## src/rtl/reg_file_sb_pkg.sv

```systemverilog
// reg_file_sb_pkg: shared constants and helpers for the reg_file_sb register file.
//   - FLAG_Z/FLAG_V/FLAG_N : bit positions inside the flag register
//   - DEF_DATA_W/DEF_DEPTH : default geometry
//   - rd_src_e / rd_sel()  : selects the source of a bypassed read
package reg_file_sb_pkg;

  localparam int FLAG_Z = 0;
  localparam int FLAG_V = 1;
  localparam int FLAG_N = 2;

  localparam int DEF_DATA_W    = 16;
  localparam int DEF_DEPTH     = 16;
  localparam int DEF_NUM_FLAGS = 3;

  typedef enum logic [1:0] {
    RD_ZERO   = 2'd0,
    RD_BYPASS = 2'd1,
    RD_ARRAY  = 2'd2
  } rd_src_e;

  // Index 0 wins over the bypass so a write to R0 never leaks onto a read port.
  function automatic rd_src_e rd_sel(input logic addr_is_zero, input logic wr_hit);
    rd_src_e sel;
    if (addr_is_zero) begin
      sel = RD_ZERO;
    end else if (wr_hit) begin
      sel = RD_BYPASS;
    end else begin
      sel = RD_ARRAY;
    end
    return sel;
  endfunction

endpackage

```

## src/rtl/reg_file_sb_if.sv

```systemverilog
// reg_file_sb_if: decode/writeback bus of the register file.
//   master (decode + writeback side): drives write, read addresses, issue, flags.
//   slave  (register file): returns read data, hazard bits, busy count, flags.
// Optional debug port fields exist only when REG_FILE_SB_DBG_PORT_EN is defined.
interface reg_file_sb_if #(
  parameter int DATA_W    = 16,
  parameter int DEPTH     = 16,
  parameter int NUM_FLAGS = 3
);
  localparam int ADDR_W = $clog2(DEPTH);

  logic                 wr_en;
  logic [ADDR_W-1:0]    wr_addr;
  logic [DATA_W-1:0]    wr_data;
  logic [ADDR_W-1:0]    rd_addr1;
  logic [ADDR_W-1:0]    rd_addr2;
  logic [DATA_W-1:0]    rd_data1;
  logic [DATA_W-1:0]    rd_data2;
  logic                 iss_valid;
  logic [ADDR_W-1:0]    iss_dst;
  logic                 src1_busy;
  logic                 src2_busy;
  logic [ADDR_W:0]      busy_cnt;
  logic [NUM_FLAGS-1:0] flag_in;
  logic [NUM_FLAGS-1:0] flag_en;
  logic [NUM_FLAGS-1:0] flag_out;
`ifdef REG_FILE_SB_DBG_PORT_EN
  logic [ADDR_W-1:0]    dbg_addr;
  logic [DATA_W-1:0]    dbg_data;
  logic [DEPTH-1:0]     dbg_busy;
`endif

  modport master (
    output wr_en, wr_addr, wr_data, rd_addr1, rd_addr2, iss_valid, iss_dst, flag_in, flag_en,
`ifdef REG_FILE_SB_DBG_PORT_EN
    output dbg_addr,
    input  dbg_data, dbg_busy,
`endif
    input  rd_data1, rd_data2, src1_busy, src2_busy, busy_cnt, flag_out
  );

  modport slave (
    input  wr_en, wr_addr, wr_data, rd_addr1, rd_addr2, iss_valid, iss_dst, flag_in, flag_en,
`ifdef REG_FILE_SB_DBG_PORT_EN
    input  dbg_addr,
    output dbg_data, dbg_busy,
`endif
    output rd_data1, rd_data2, src1_busy, src2_busy, busy_cnt, flag_out
  );

endinterface

```

## src/rtl/reg_file_sb_scoreboard.sv

```systemverilog
// reg_file_scoreboard: per-register busy bits and outstanding-write counter.
//   clk, rst            : clock, async active-high reset
//   wr_en/wr_addr       : writeback (clears busy)
//   iss_valid/iss_dst   : issue (sets busy, wins over a same-register writeback)
//   rd_addr1/rd_addr2   : source indices under hazard check
//   src1_busy/src2_busy : pending write not resolved by same-cycle bypass
//   busy_cnt            : registered popcount of busy[]
//   busy_vec            : full busy vector (only with REG_FILE_SB_DBG_PORT_EN)
module reg_file_scoreboard #(
  parameter int DEPTH  = 16,
  parameter int ADDR_W = $clog2(DEPTH)
) (
  input  logic              clk,
  input  logic              rst,
  input  logic              wr_en,
  input  logic [ADDR_W-1:0] wr_addr,
  input  logic              iss_valid,
  input  logic [ADDR_W-1:0] iss_dst,
  input  logic [ADDR_W-1:0] rd_addr1,
  input  logic [ADDR_W-1:0] rd_addr2,
  output logic              src1_busy,
  output logic              src2_busy,
`ifdef REG_FILE_SB_DBG_PORT_EN
  output logic [DEPTH-1:0]  busy_vec,
`endif
  output logic [ADDR_W:0]   busy_cnt
);

  logic [DEPTH-1:0] busy_q, busy_d;
  logic [ADDR_W:0]  cnt_q, cnt_d;
  logic             iss_act_s, wr_act_s, inc_s, dec_s;

  assign iss_act_s = iss_valid && (iss_dst != {ADDR_W{1'b0}});
  assign wr_act_s  = wr_en && (wr_addr != {ADDR_W{1'b0}});
  // A set only counts on a clear bit; a clear only counts when no issue re-arms the same bit.
  assign inc_s = iss_act_s && !busy_q[iss_dst];
  assign dec_s = wr_act_s && busy_q[wr_addr] && !(iss_act_s && (iss_dst == wr_addr));

  // Next busy vector and incremental count.
  always_comb begin
    busy_d    = busy_q;
    busy_d[0] = 1'b0;
    for (int r = 1; r < DEPTH; r++) begin
      if (iss_valid && (iss_dst == ADDR_W'(r))) begin
        busy_d[r] = 1'b1;
      end else if (wr_en && (wr_addr == ADDR_W'(r))) begin
        busy_d[r] = 1'b0;
      end else begin
        busy_d[r] = busy_q[r];
      end
    end
    cnt_d = cnt_q + {{ADDR_W{1'b0}}, inc_s} - {{ADDR_W{1'b0}}, dec_s};
  end

  // Scoreboard state registers.
  always_ff @(posedge clk or posedge rst) begin
    if (rst) begin
      busy_q <= {DEPTH{1'b0}};
      cnt_q  <= {(ADDR_W+1){1'b0}};
    end else begin
      busy_q <= busy_d;
      cnt_q  <= cnt_d;
    end
  end

  // busy_q[0] is held at 0, so index 0 never reports a hazard.
  assign src1_busy = busy_q[rd_addr1] && !(wr_en && (wr_addr == rd_addr1));
  assign src2_busy = busy_q[rd_addr2] && !(wr_en && (wr_addr == rd_addr2));
  assign busy_cnt  = cnt_q;
`ifdef REG_FILE_SB_DBG_PORT_EN
  assign busy_vec  = busy_q;
`endif

endmodule

```

## src/rtl/reg_file_sb.sv

```systemverilog
// reg_file_sb: DEPTH x DATA_W register file with scoreboard and flag register.
//   clk, rst : clock, asynchronous active-high reset
//   bus      : reg_file_sb_if.slave (write, two bypassed reads, issue, hazards,
//              busy count, flags; debug read port with REG_FILE_SB_DBG_PORT_EN)
// R0 reads 0, ignores writes and is never busy. Reads return 0 while rst is high.
module reg_file_sb
  import reg_file_sb_pkg::*;
#(
  parameter int DATA_W    = DEF_DATA_W,
  parameter int DEPTH     = DEF_DEPTH,
  parameter int NUM_FLAGS = DEF_NUM_FLAGS
) (
  input  logic          clk,
  input  logic          rst,
  reg_file_sb_if.slave  bus
);

  localparam int ADDR_W = $clog2(DEPTH);

  logic [DATA_W-1:0]    regs_q [DEPTH];
  logic [DATA_W-1:0]    regs_d [DEPTH];
  logic [NUM_FLAGS-1:0] flag_q, flag_d;
  logic [DATA_W-1:0]    rd_data1_s, rd_data2_s;

  // Next register array and flags.
  always_comb begin
    regs_d = regs_q;
    if (bus.wr_en && (bus.wr_addr != {ADDR_W{1'b0}})) begin
      regs_d[bus.wr_addr] = bus.wr_data;
    end else begin
      regs_d = regs_q;
    end
    flag_d = (flag_q & ~bus.flag_en) | (bus.flag_in & bus.flag_en);
  end

  // Data array and flag registers.
  always_ff @(posedge clk or posedge rst) begin
    if (rst) begin
      for (int r = 0; r < DEPTH; r++) begin
        regs_q[r] <= {DATA_W{1'b0}};
      end
      flag_q <= {NUM_FLAGS{1'b0}};
    end else begin
      regs_q <= regs_d;
      flag_q <= flag_d;
    end
  end

  // Bypassed read ports; forced to 0 during reset so a live wr_data cannot leak.
  always_comb begin
    rd_data1_s = {DATA_W{1'b0}};
    rd_data2_s = {DATA_W{1'b0}};
    if (!rst) begin
      case (rd_sel(bus.rd_addr1 == {ADDR_W{1'b0}}, bus.wr_en && (bus.wr_addr == bus.rd_addr1)))
        RD_ZERO:   rd_data1_s = {DATA_W{1'b0}};
        RD_BYPASS: rd_data1_s = bus.wr_data;
        RD_ARRAY:  rd_data1_s = regs_q[bus.rd_addr1];
        default:   rd_data1_s = {DATA_W{1'b0}};
      endcase
      case (rd_sel(bus.rd_addr2 == {ADDR_W{1'b0}}, bus.wr_en && (bus.wr_addr == bus.rd_addr2)))
        RD_ZERO:   rd_data2_s = {DATA_W{1'b0}};
        RD_BYPASS: rd_data2_s = bus.wr_data;
        RD_ARRAY:  rd_data2_s = regs_q[bus.rd_addr2];
        default:   rd_data2_s = {DATA_W{1'b0}};
      endcase
    end else begin
      rd_data1_s = {DATA_W{1'b0}};
      rd_data2_s = {DATA_W{1'b0}};
    end
  end

  assign bus.rd_data1 = rd_data1_s;
  assign bus.rd_data2 = rd_data2_s;
  assign bus.flag_out = flag_q;

  reg_file_scoreboard #(
    .DEPTH  (DEPTH),
    .ADDR_W (ADDR_W)
  ) u_sb (
    .clk       (clk),
    .rst       (rst),
    .wr_en     (bus.wr_en),
    .wr_addr   (bus.wr_addr),
    .iss_valid (bus.iss_valid),
    .iss_dst   (bus.iss_dst),
    .rd_addr1  (bus.rd_addr1),
    .rd_addr2  (bus.rd_addr2),
    .src1_busy (bus.src1_busy),
    .src2_busy (bus.src2_busy),
`ifdef REG_FILE_SB_DBG_PORT_EN
    .busy_vec  (bus.dbg_busy),
`endif
    .busy_cnt  (bus.busy_cnt)
  );

`ifdef REG_FILE_SB_DBG_PORT_EN
  // Raw stored value, no bypass; R0 is stored as 0 and never written.
  assign bus.dbg_data = regs_q[bus.dbg_addr];
`endif

endmodule

```

## src/flat_wrapper.sv

```systemverilog
// flat-port wrapper written by rule: the top's interface ports become plain ports
module reg_file_sb_flat import reg_file_sb_pkg::*;
#(
  parameter int DATA_W    = DEF_DATA_W,
  parameter int DEPTH     = DEF_DEPTH,
  parameter int NUM_FLAGS = DEF_NUM_FLAGS
)
  (clk, rst, bus_wr_en, bus_wr_addr, bus_wr_data, bus_rd_addr1, bus_rd_addr2, bus_iss_valid, bus_iss_dst, bus_flag_in, bus_flag_en, bus_rd_data1, bus_rd_data2, bus_src1_busy, bus_src2_busy, bus_busy_cnt, bus_flag_out);
  reg_file_sb_if #(.DATA_W(DATA_W), .DEPTH(DEPTH), .NUM_FLAGS(NUM_FLAGS)) bus_i ();
  input  logic clk;
  input  logic rst;
  input wire logic [$bits(bus_i.wr_en)-1:0] bus_wr_en;
  input wire logic [$bits(bus_i.wr_addr)-1:0] bus_wr_addr;
  input wire logic [$bits(bus_i.wr_data)-1:0] bus_wr_data;
  input wire logic [$bits(bus_i.rd_addr1)-1:0] bus_rd_addr1;
  input wire logic [$bits(bus_i.rd_addr2)-1:0] bus_rd_addr2;
  input wire logic [$bits(bus_i.iss_valid)-1:0] bus_iss_valid;
  input wire logic [$bits(bus_i.iss_dst)-1:0] bus_iss_dst;
  input wire logic [$bits(bus_i.flag_in)-1:0] bus_flag_in;
  input wire logic [$bits(bus_i.flag_en)-1:0] bus_flag_en;
  output wire logic [$bits(bus_i.rd_data1)-1:0] bus_rd_data1;
  output wire logic [$bits(bus_i.rd_data2)-1:0] bus_rd_data2;
  output wire logic [$bits(bus_i.src1_busy)-1:0] bus_src1_busy;
  output wire logic [$bits(bus_i.src2_busy)-1:0] bus_src2_busy;
  output wire logic [$bits(bus_i.busy_cnt)-1:0] bus_busy_cnt;
  output wire logic [$bits(bus_i.flag_out)-1:0] bus_flag_out;
  assign bus_i.wr_en = bus_wr_en;
  assign bus_i.wr_addr = bus_wr_addr;
  assign bus_i.wr_data = bus_wr_data;
  assign bus_i.rd_addr1 = bus_rd_addr1;
  assign bus_i.rd_addr2 = bus_rd_addr2;
  assign bus_i.iss_valid = bus_iss_valid;
  assign bus_i.iss_dst = bus_iss_dst;
  assign bus_i.flag_in = bus_flag_in;
  assign bus_i.flag_en = bus_flag_en;
  assign bus_rd_data1 = bus_i.rd_data1;
  assign bus_rd_data2 = bus_i.rd_data2;
  assign bus_src1_busy = bus_i.src1_busy;
  assign bus_src2_busy = bus_i.src2_busy;
  assign bus_busy_cnt = bus_i.busy_cnt;
  assign bus_flag_out = bus_i.flag_out;
  reg_file_sb #(.DATA_W(DATA_W), .DEPTH(DEPTH), .NUM_FLAGS(NUM_FLAGS)) u_core (.clk(clk), .rst(rst), .bus(bus_i));
endmodule
```

## config.mk

```make
export PLATFORM = sky130hd
export DESIGN_NAME = reg_file_sb_flat
export DESIGN_NICKNAME = d
export VERILOG_FILES = /design/src/rtl/reg_file_sb_pkg.sv /design/src/rtl/reg_file_sb_if.sv /design/src/rtl/reg_file_sb_scoreboard.sv /design/src/rtl/reg_file_sb.sv /design/src/flat_wrapper.sv
export SDC_FILE = /design/constraint.sdc
export NUM_CORES = 1
export LEC_CHECK = 0
export ABC_CLOCK_PERIOD_IN_PS = 10200
export CAP_MARGIN = 20
export CORE_ASPECT_RATIO = 0.7
export CORE_MARGIN = 2
export CORE_UTILIZATION = 58
export DETAILED_ROUTE_END_ITERATION = 16
export DONT_BUFFER_PORTS = 1
export PLACE_DENSITY = 0.76
export SYNTH_ARGS = -nofsm -noshare
export SYNTH_HDL_FRONTEND = slang
export SYNTH_SLANG_ARGS = --single-unit
export TNS_END_PERCENT = 100
```

## constraint.sdc

```tcl
create_clock -name clk -period 10.2 [get_ports clk]
set_input_delay 1.53 -clock clk [delete_from_list [all_inputs] [get_ports clk]]
set_output_delay 1.53 -clock clk [all_outputs]
set_load 0.02 [all_outputs]
```

==> results of run 1 <==
==> metal layers <==
| metal | wire length, µm | part of all wire | vias to the layer above | track usage |
|---|---|---|---|---|
| met5 | 0 | 0 | - | 0 |
| met4 | 685 | 0.017 | 0 | 0.0522 |
| met3 | 3250 | 0.083 | 53 | 0.0696 |
| met2 | 18400 | 0.47 | 430 | 0.454 |
| met1 | 16900 | 0.43 | 5177 | 0.436 |
| li1 | - | - | 3944 | - |
==> state kept, by name, indices dropped and copies added, names as in the netlist, named ones only <==
register / cells
u_core.u_sb.busy_cnt: 5
u_core.regs_q: 256
u_core.u_sb.busy_q: 15
==> worst max-delay path by stage <==
stage / startpoint / end / slack (ns) / cells past startpoint
floorplan: rst / bus_rd_data2[10] / 2.23 / 6
global placement: rst / bus_rd_data2[14] / 5.09 / 6
detailed placement: rst / bus_rd_data2[14] / 5.04 / 6
CTS: rst / bus_rd_data2[14] / 5.03 / 6
global route: rst / bus_rd_data2[14] / 4.92 / 6
finish: rst / bus_rd_data2[14] / 5.05 / 6
==> logic make-up (layout without fill, tap and decap cells) <==
group / after synthesis / count (layout) / share of synthesized area
xor gates and xnor gates: 15 / 15 / 0.00857
adders and majority gates: 6 / 6 / 0.00538
muxes: 392 / 392 / 0.392
AOI/OAI and AO/OA: 136 / 136 / 0.0681
DFF: 279 / 279 / 0.455
buffers and inverters: 126 / 89 / 0.0395
and+or+nand+nor: 97 / 97 / 0.0309
==> critical path, stage by stage <==
cell,delay (ns)
sky130_fd_sc_hd__clkinvlp_4,0.03
sky130_fd_sc_hd__buf_4,0.52
sky130_fd_sc_hd__o41ai_2,0.25
sky130_fd_sc_hd__o21ba_1,0.61
sky130_fd_sc_hd__buf_4,0.34
sky130_fd_sc_hd__a22o_1,0.31
==> cells in the mapped netlist (all sizes together) <==
cell type    n
a211oi       1
a21o         2
a21oi        4
a22o        34
a22oi       64
a32o         1
and2         2
buf         60
clkbuf      56
dfrtp      279
fa           1
ha           5
inv         10
mux2       244
mux2i        5
mux4       143
nand2       49
nand2b       8
nand3        5
nand3b       2
nand4        2
nor2        16
nor2b        6
nor3         4
nor3b        1
o2111ai      1
o211a        1
o211ai       1
o21a         3
o21ai       18
o21ba        1
o311ai       1
o31ai        1
o32ai        1
o41a         1
o41ai        1
or3          2
xnor2       13
xor2         2
==> power breakdown <==
part | internal [mW] | switching, mW | total, mW
registers | 1.36 | 0.205 | 1.56
logic | 0.448 | 0.272 | 0.720
clock network | 0.673 | 0.471 | 1.14
==> metrics by stage <==
step	total power [mW]	area, µm²	setup slack (ns)	util	instances
2_1_floorplan	2.16	15300	2.23	-	1051
3_3_place_gp	2.25	15500	5.09	0.599	1319
3_5_place_dp	2.29	15500	5.04	0.599	1319
4_1_cts	3.43	16500	5.03	0.639	1371
5_1_grt	3.58	16500	4.92	0.639	1371
6_report	3.43	16500	5.05	0.639	1371
==> cell type report <==
class	instances	share of cell area
clock buffers	33	0.0468
clock inverters	19	0.0152
inverters	10	0.00250
multi-input cells	646	0.472
flip-flops and latches	279	0.423
well taps	357	0.0271
repair buffers	27	0.0131
==> impl.org, run 1 <==
** STA
- Achievable frequency :: 0.194 GHz
- On the final layout, the worst clock skew is 0.00678 ns.
- The number of endpoints with negative hold slack in the final report came to 0.
- Crit share post-route :: 0.505
- On the final layout, the worst hold slack is 0.397 ns.
- Summed over all failing endpoints, the final setup total negative slack is 0 ns.
- Setup violations remaining at the end of the flow were counted as 0.
- Count of pins over their slew limit :: 0
- Actual transition at the worst max-transition pin :: 1.17 ns
- Slew headroom :: 0.220
- RSZ-0062 raised after global routing :: no
- The worst path in the final design needs a cycle of 5.15 ns, including I/O delays and setup.

** Power and ir drop
- Power density over the cells :: 208 nW/µm²
- Peak supply drop :: 0.133 mV
- In this run the static leakage power is 6.86 nW.

** Synthesis
- Post-synthesis cell type count :: 48
- Post-Synthesis Mean Instance Area :: 14.6 µm²
- After synthesis the netlist holds a flip-flop and latch count of 279.
- The biggest area contributor in the post-synthesis netlist is sky130_fd_sc_hd__dfrtp_1.
- Count of mapped cells out of synthesis :: 1051
- Number of warnings reported in the yosys synthesis log :: 0
- Sequential-to-total area share from yosys stat :: 0.455
- Share of the synthesized area in the top cell type :: 0.455
- Top area cells in the synthesized netlist :: sky130_fd_sc_hd__dfrtp_1, sky130_fd_sc_hd__mux4_2, sky130_fd_sc_hd__mux2_1
- Summing every instance area after synthesis gives 15300 µm².
- Net count after synthesis :: 1099

** Placement
- The congestion estimate from routability-driven global placement came to 0.895.
- Detailed placement ended at an HPWL of 22800 µm.
- During placement, the flow inserted port buffers numbering 0.

** Setup path
- Worst Path Class, Setup :: input port to output pin
- Worst reg2reg startpoint :: u_core.u_sb.busy_q[14]
- Critical path endpoint category :: output pin
- At the worst endpoint, the required time is 8.67 ns.
- Along the worst path, the maximum fanout reaches 50.
- Setup slack of the most critical reg-to-reg path :: 7.10 ns
- The number of cells on the worst reg-to-reg path is 10.
- Data arrives at the worst endpoint at 3.62 ns.
- The endpoint identified for the worst register-to-register timing path is u_core.u_sb.busy_cnt[4].
- Nature of the critical path startpoint :: input port

** Routing
- The first detailed-routing pass took 5 iterations.
- Average wire per standard cell :: 28.6 µm
- For this block, the routed nets add up to 39200 µm of wire.
- The count of nets left with antenna violations once routing finished came out at 0.
- After detailed routing, the number of remaining DRC violations is 0.
- Via count of the routed design :: 9604
- Dividing the detail-routed via count by the number of cells gives 7.01.
- First-iteration detailed-routing DRC count :: 963

** Global routing
- Wire length of the first global-routing pass :: 60600 µm
- Global routing finished with a remaining overflow of 0.
- Entering global routing, the biggest net connects 177 pins.
- The initial antenna violation count was 0.
- The via count of the first global-routing pass came to 9718.
- Gr usage total :: 0.294

** Clock tree
- Clk sink count :: 279
- The cell sitting at the root of the clock tree is a sky130_fd_sc_hd__clkbuf_16.
- Clock latency on the worst-skew pair :: 0.56 ns
- CTS tree :: done
- For this design, the CTS-stage hold fixing added 0 buffers.
- The longest clock path from root to sink contains 3 buffers.
- TritonCTS created 28 clock buffers.
- The number of gates resized after CTS was 0.
- CTS H-tree lvls :: 1
- Post-CTS setup-driven buffer insertion count :: 0
- After clock tree synthesis, the clock-pin slew on the worst setup and hold paths is 0.07 ns.

** Cells and area
- In the final design database the tool counted 1040 nets.
- Multi-input gate area :: 7780 µm²
- Leading cell types in the layout, fill and taps excluded :: sky130_fd_sc_hd__dfrtp_1, sky130_fd_sc_hd__mux4_2, sky130_fd_sc_hd__mux2_1, sky130_fd_sc_hd__mux2_2, sky130_fd_sc_hd__a22oi_1
- Counting the fill cells in the layout gives 1848.
- 0 antenna diodes ended up in the layout.
- Leading cell type in the layout, fill and taps excluded :: sky130_fd_sc_hd__dfrtp_1
- Register cell area after layout :: 6980 µm²
- Compared with the post-synthesis result, the final layout area differs by 7.48%.
- Of the cells placed in the final design, the portion with a size suffix greater than 1 is 0.345.

** Floorplanning
- The floorplan step defined a die boundary enclosing 27800 µm².
- Number of standard-cell rows in the floorplan :: 49
- From bottom edge to top edge, the die measures 140 µm.
- Effective utilization at floorplan :: 0.594
- Count of pins on the block boundary :: 84
- Overall die width :: 198 µm
- Area of the core :: 25800 µm²

** Worst hold path
- In this run the most critical hold path is launched from u_core.regs_q[249].
- The worst hold path passes through 0 cells.
- The worst hold path belongs to the class flop to flop.
- The path with the worst hold slack has its endpoint at u_core.regs_q[249].

** Run
- The tool flagged a number of max-cap violations equal to 0.

** Outcome
- Run status :: complete, no violations
Power figures use the tool's default switching activity.
==> inputs of run 2 (changes only) <==
--- a/config.mk
+++ b/config.mk
@@ -5,14 +5,14 @@
 export SDC_FILE = /design/constraint.sdc
 export NUM_CORES = 1
 export LEC_CHECK = 0
-export ABC_CLOCK_PERIOD_IN_PS = 10200
+export ABC_CLOCK_PERIOD_IN_PS = 5200
 export CAP_MARGIN = 20
 export CORE_ASPECT_RATIO = 0.7
 export CORE_MARGIN = 2
-export CORE_UTILIZATION = 58
+export CORE_UTILIZATION = 64
 export DETAILED_ROUTE_END_ITERATION = 16
 export DONT_BUFFER_PORTS = 1
-export PLACE_DENSITY = 0.76
+export PLACE_DENSITY = 0.8
 export SYNTH_ARGS = -nofsm -noshare
 export SYNTH_HDL_FRONTEND = slang
 export SYNTH_SLANG_ARGS = --single-unit
==> constraint.sdc (replaced) <==
create_clock -name clk -period 5.2 [get_ports clk]
set_input_delay 0.78 -clock clk [delete_from_list [all_inputs] [get_ports clk]]
set_output_delay 0.78 -clock clk [all_outputs]
set_load 0.02 [all_outputs]
==> impl.org, run 2 (synthesis results as in run 1) <==
** Clock tree
- The number of gates resized after CTS was 0.
- Clock latency on the worst-skew pair :: 0.54 ns
- In this run the number of H-tree levels came out at 1.
- CTS tree :: done
- Maximum root-to-sink buffer count :: 3
- Number of buffers added to fix hold violations after cts :: 0
- The number of clock buffers added by TritonCTS is 27.
- Post-CTS setup-driven buffer insertion count :: 0
- Clock-pin slew on the worst setup and hold paths :: 0.06 ns
- Counting every sink on the clock net gives 279.
- CTS Root Cell :: sky130_fd_sc_hd__clkbuf_16

** Floorplanning
- DIE AREA :: 25200 µm²
- The floorplan step defined a core boundary enclosing 23600 µm².
- Effective utilization at floorplan :: 0.650
- Overall die width :: 189 µm
- The initialized floorplan defines 47 standard-cell rows.
- The floorplan step set the die height to 134 µm.
- For this design the top-level I/O count stands at 84.

** STA
- Slew headroom :: 0.208
- Setup clock skew after layout :: 0.00234 ns
- Final-report hold violation count :: 0
- Fin crit period :: 3.37 ns
- The number of pins with negative max-slew slack in the final report was 0.
- In the finished design, the share of the clock period the worst path needs comes to 0.647.
- Actual transition at the worst max-transition pin :: 1.19 ns
- Setup violations remaining at the end of the flow were counted as 0.
- RSZ-0062 raised after global routing :: no
- Hold_ws :: 0.334 ns
- Static timing analysis puts the maximum clock frequency at 0.297 GHz.

** Power and ir drop
- Power density over the cells :: 400 nW/µm²
- Switching part of the total power :: 0.275
- Peak supply drop :: 0.295 mV
- The internal portion of the total power is 4.79 mW.
- Switch Pwr :: 1.81 mW
- Leakage Power :: 6.90 nW
- Part of the power in combinational logic :: 0.218
- Of the total power, registers draw 0.467.
- Of the total power, the clock network draws 0.315.

** Global routing
- The global routing stage identified its most utilized layer as met2.
- Gr usage total :: 0.321
- Remaining global-route overflow :: 0
- Vias in the first global route :: 10100
- The first global-routing pass estimated 60900 µm of wire.
- In the global route stage, met3 resource usage came out at 0.0793.
- Met1 GRT Util :: 0.471
- Largest net degree at the start of global routing :: 204
- The initial antenna violation count was 0.
- For met2 alone, demand over resource in global routing was 0.485.

** Outcome
- Run status :: complete, no violations

** Routing
- The detailed router placed 9693 vias in this run.
- Average wire per standard cell :: 29.4 µm
- Via density :: 7.29
- Number of routed nets with antenna violations :: 0
- First-iteration detailed-routing DRC count :: 945
- Total routed wirelength :: 39100 µm
- First-pass iteration count of the detailed router :: 5
- After detailed routing, the number of remaining DRC violations is 0.

** Setup path
- Crit-path leading delay family :: compound AO/OA/AOI/OAI gates
- Arrival time at the worst endpoint :: 2.59 ns
- Of all nets on the critical path, the largest fanout is 70.
- The worst setup path is launched from an input port.
- Worst Path Class, Setup :: input port to output pin
- The largest individual stage delay along the critical path comes from the cell sky130_fd_sc_hd__a211oi_4.
- Worst setup path startpoint :: bus_rd_addr1[0]
- The worst register-to-register path begins at u_core.u_sb.busy_q[15].
- Buffering stage count on the worst path with inverters included :: 1
- Delay of the slowest cell on the worst path :: 0.75 ns
- Traced cell by cell, the critical path runs through nor3_1, or3_1, a211oi_4, buf_4, a22o_1.
- STA puts the critical path data required time at 4.42 ns.
- STA classifies the critical path endpoint as an output pin.

** Cells and area
- Flip-flop count of the largest register after layout :: 256
- Measured on the finished design, the core utilization comes to 0.700.
- The final layout contains 1039 nets.
- Counting flops per register, the top entry is u_core.regs_q.
- The number of antenna diodes in the final layout is 0.
- Synthesis-to-finish area growth :: 7.56%
- The top cell types in the final layout, fill and taps aside, are sky130_fd_sc_hd__dfrtp_1, sky130_fd_sc_hd__mux4_2, sky130_fd_sc_hd__mux2_1, sky130_fd_sc_hd__mux2_2, sky130_fd_sc_hd__a22oi_1.
- Leading cell type in the layout, fill and taps excluded :: sky130_fd_sc_hd__dfrtp_1
- In the final layout, the share of cells above drive strength 1 is 0.348.

** Placement
- Sum of net half-perimeters after detailed placement :: 23000 µm
- Port Buffer Count :: 0
- Routability-driven placement finished with a final weighted congestion of 0.875.

** Worst hold path
- Min-delay src :: bus_iss_dst[2]
- In this run the worst hold path is classified as input port to flop.

** Run
- Max-cap violations in this run came to 0.
-- run 2: final cells by class --
class / count / area (µm²)
inverters: 10 / 41.3
multi-input cells: 646 / 7870
fillers: 1539 / 7080
well taps: 318 / 398
clock inverters: 15 / 204
clock buffers: 35 / 726
repair buffers: 27 / 283
flip-flops and latches: 279 / 6980
-- run 2: layer usage --
metal / part of all wire / up-vias
met5: 0 / -
met4: 0.026 / 0
met3: 0.094 / 80
met2: 0.46 / 521
met1: 0.42 / 5144
li1: - / 3948
-- run 2: worst register-to-register path, cell delays in order, from the launching register on --
cell,delay [ns]
sky130_fd_sc_hd__dfrtp_1,0.45
sky130_fd_sc_hd__mux4_2,0.49
sky130_fd_sc_hd__mux4_2,0.48
sky130_fd_sc_hd__o211a_1,0.13
sky130_fd_sc_hd__ha_1,0.27
sky130_fd_sc_hd__inv_1,0.04
sky130_fd_sc_hd__ha_1,0.20
sky130_fd_sc_hd__fa_1,0.44
sky130_fd_sc_hd__a21o_1,0.17
sky130_fd_sc_hd__a21oi_1,0.16
sky130_fd_sc_hd__xnor2_1,0.13
-- run 2: power groups by stage --
| stage | Clock, mW | Combinational, mW | Sequential [mW] |
|---|---|---|---|
| after floorplan | 0 | 1.30 | 2.96 |
| after global placement | 0 | 1.37 | 3.05 |
| after detailed placement | 0 | 1.43 | 3.10 |
| after CTS | 2.11 | 1.44 | 3.07 |
| after global routing | 2.20 | 1.55 | 3.14 |
| final | 2.08 | 1.44 | 3.08 |
-- run 2: path summary, 6_finish.rpt --
check	to	slack, ns	depth (start not counted)
worst min-delay path	u_core.u_sb.busy_q[2]	0.33	1
min in group asynchronous	u_core.u_sb.busy_cnt[0]	0.37	2
worst max register to register	u_core.u_sb.busy_cnt[4]	2.16	10
worst max-delay path	bus_rd_data1[2]	1.83	5
worst min register to register	u_core.regs_q[254]	0.39	0
max in group asynchronous	u_core.regs_q[93]	3.05	3
-- run 2: through the flow --
step           instances  setup slack (ns)  area [µm²]  TNS [ns]  total power [mW]
2_1_floorplan       1051             -1.21       15400    -18.84              4.26
3_3_place_gp        1276              1.85       15500         0              4.42
3_5_place_dp        1278              1.86       15500         0              4.52
4_1_cts             1328              1.86       16400         0              6.61
5_1_grt             1330              1.79       16500         0              6.89
6_report            1330              1.83       16500         0              6.60
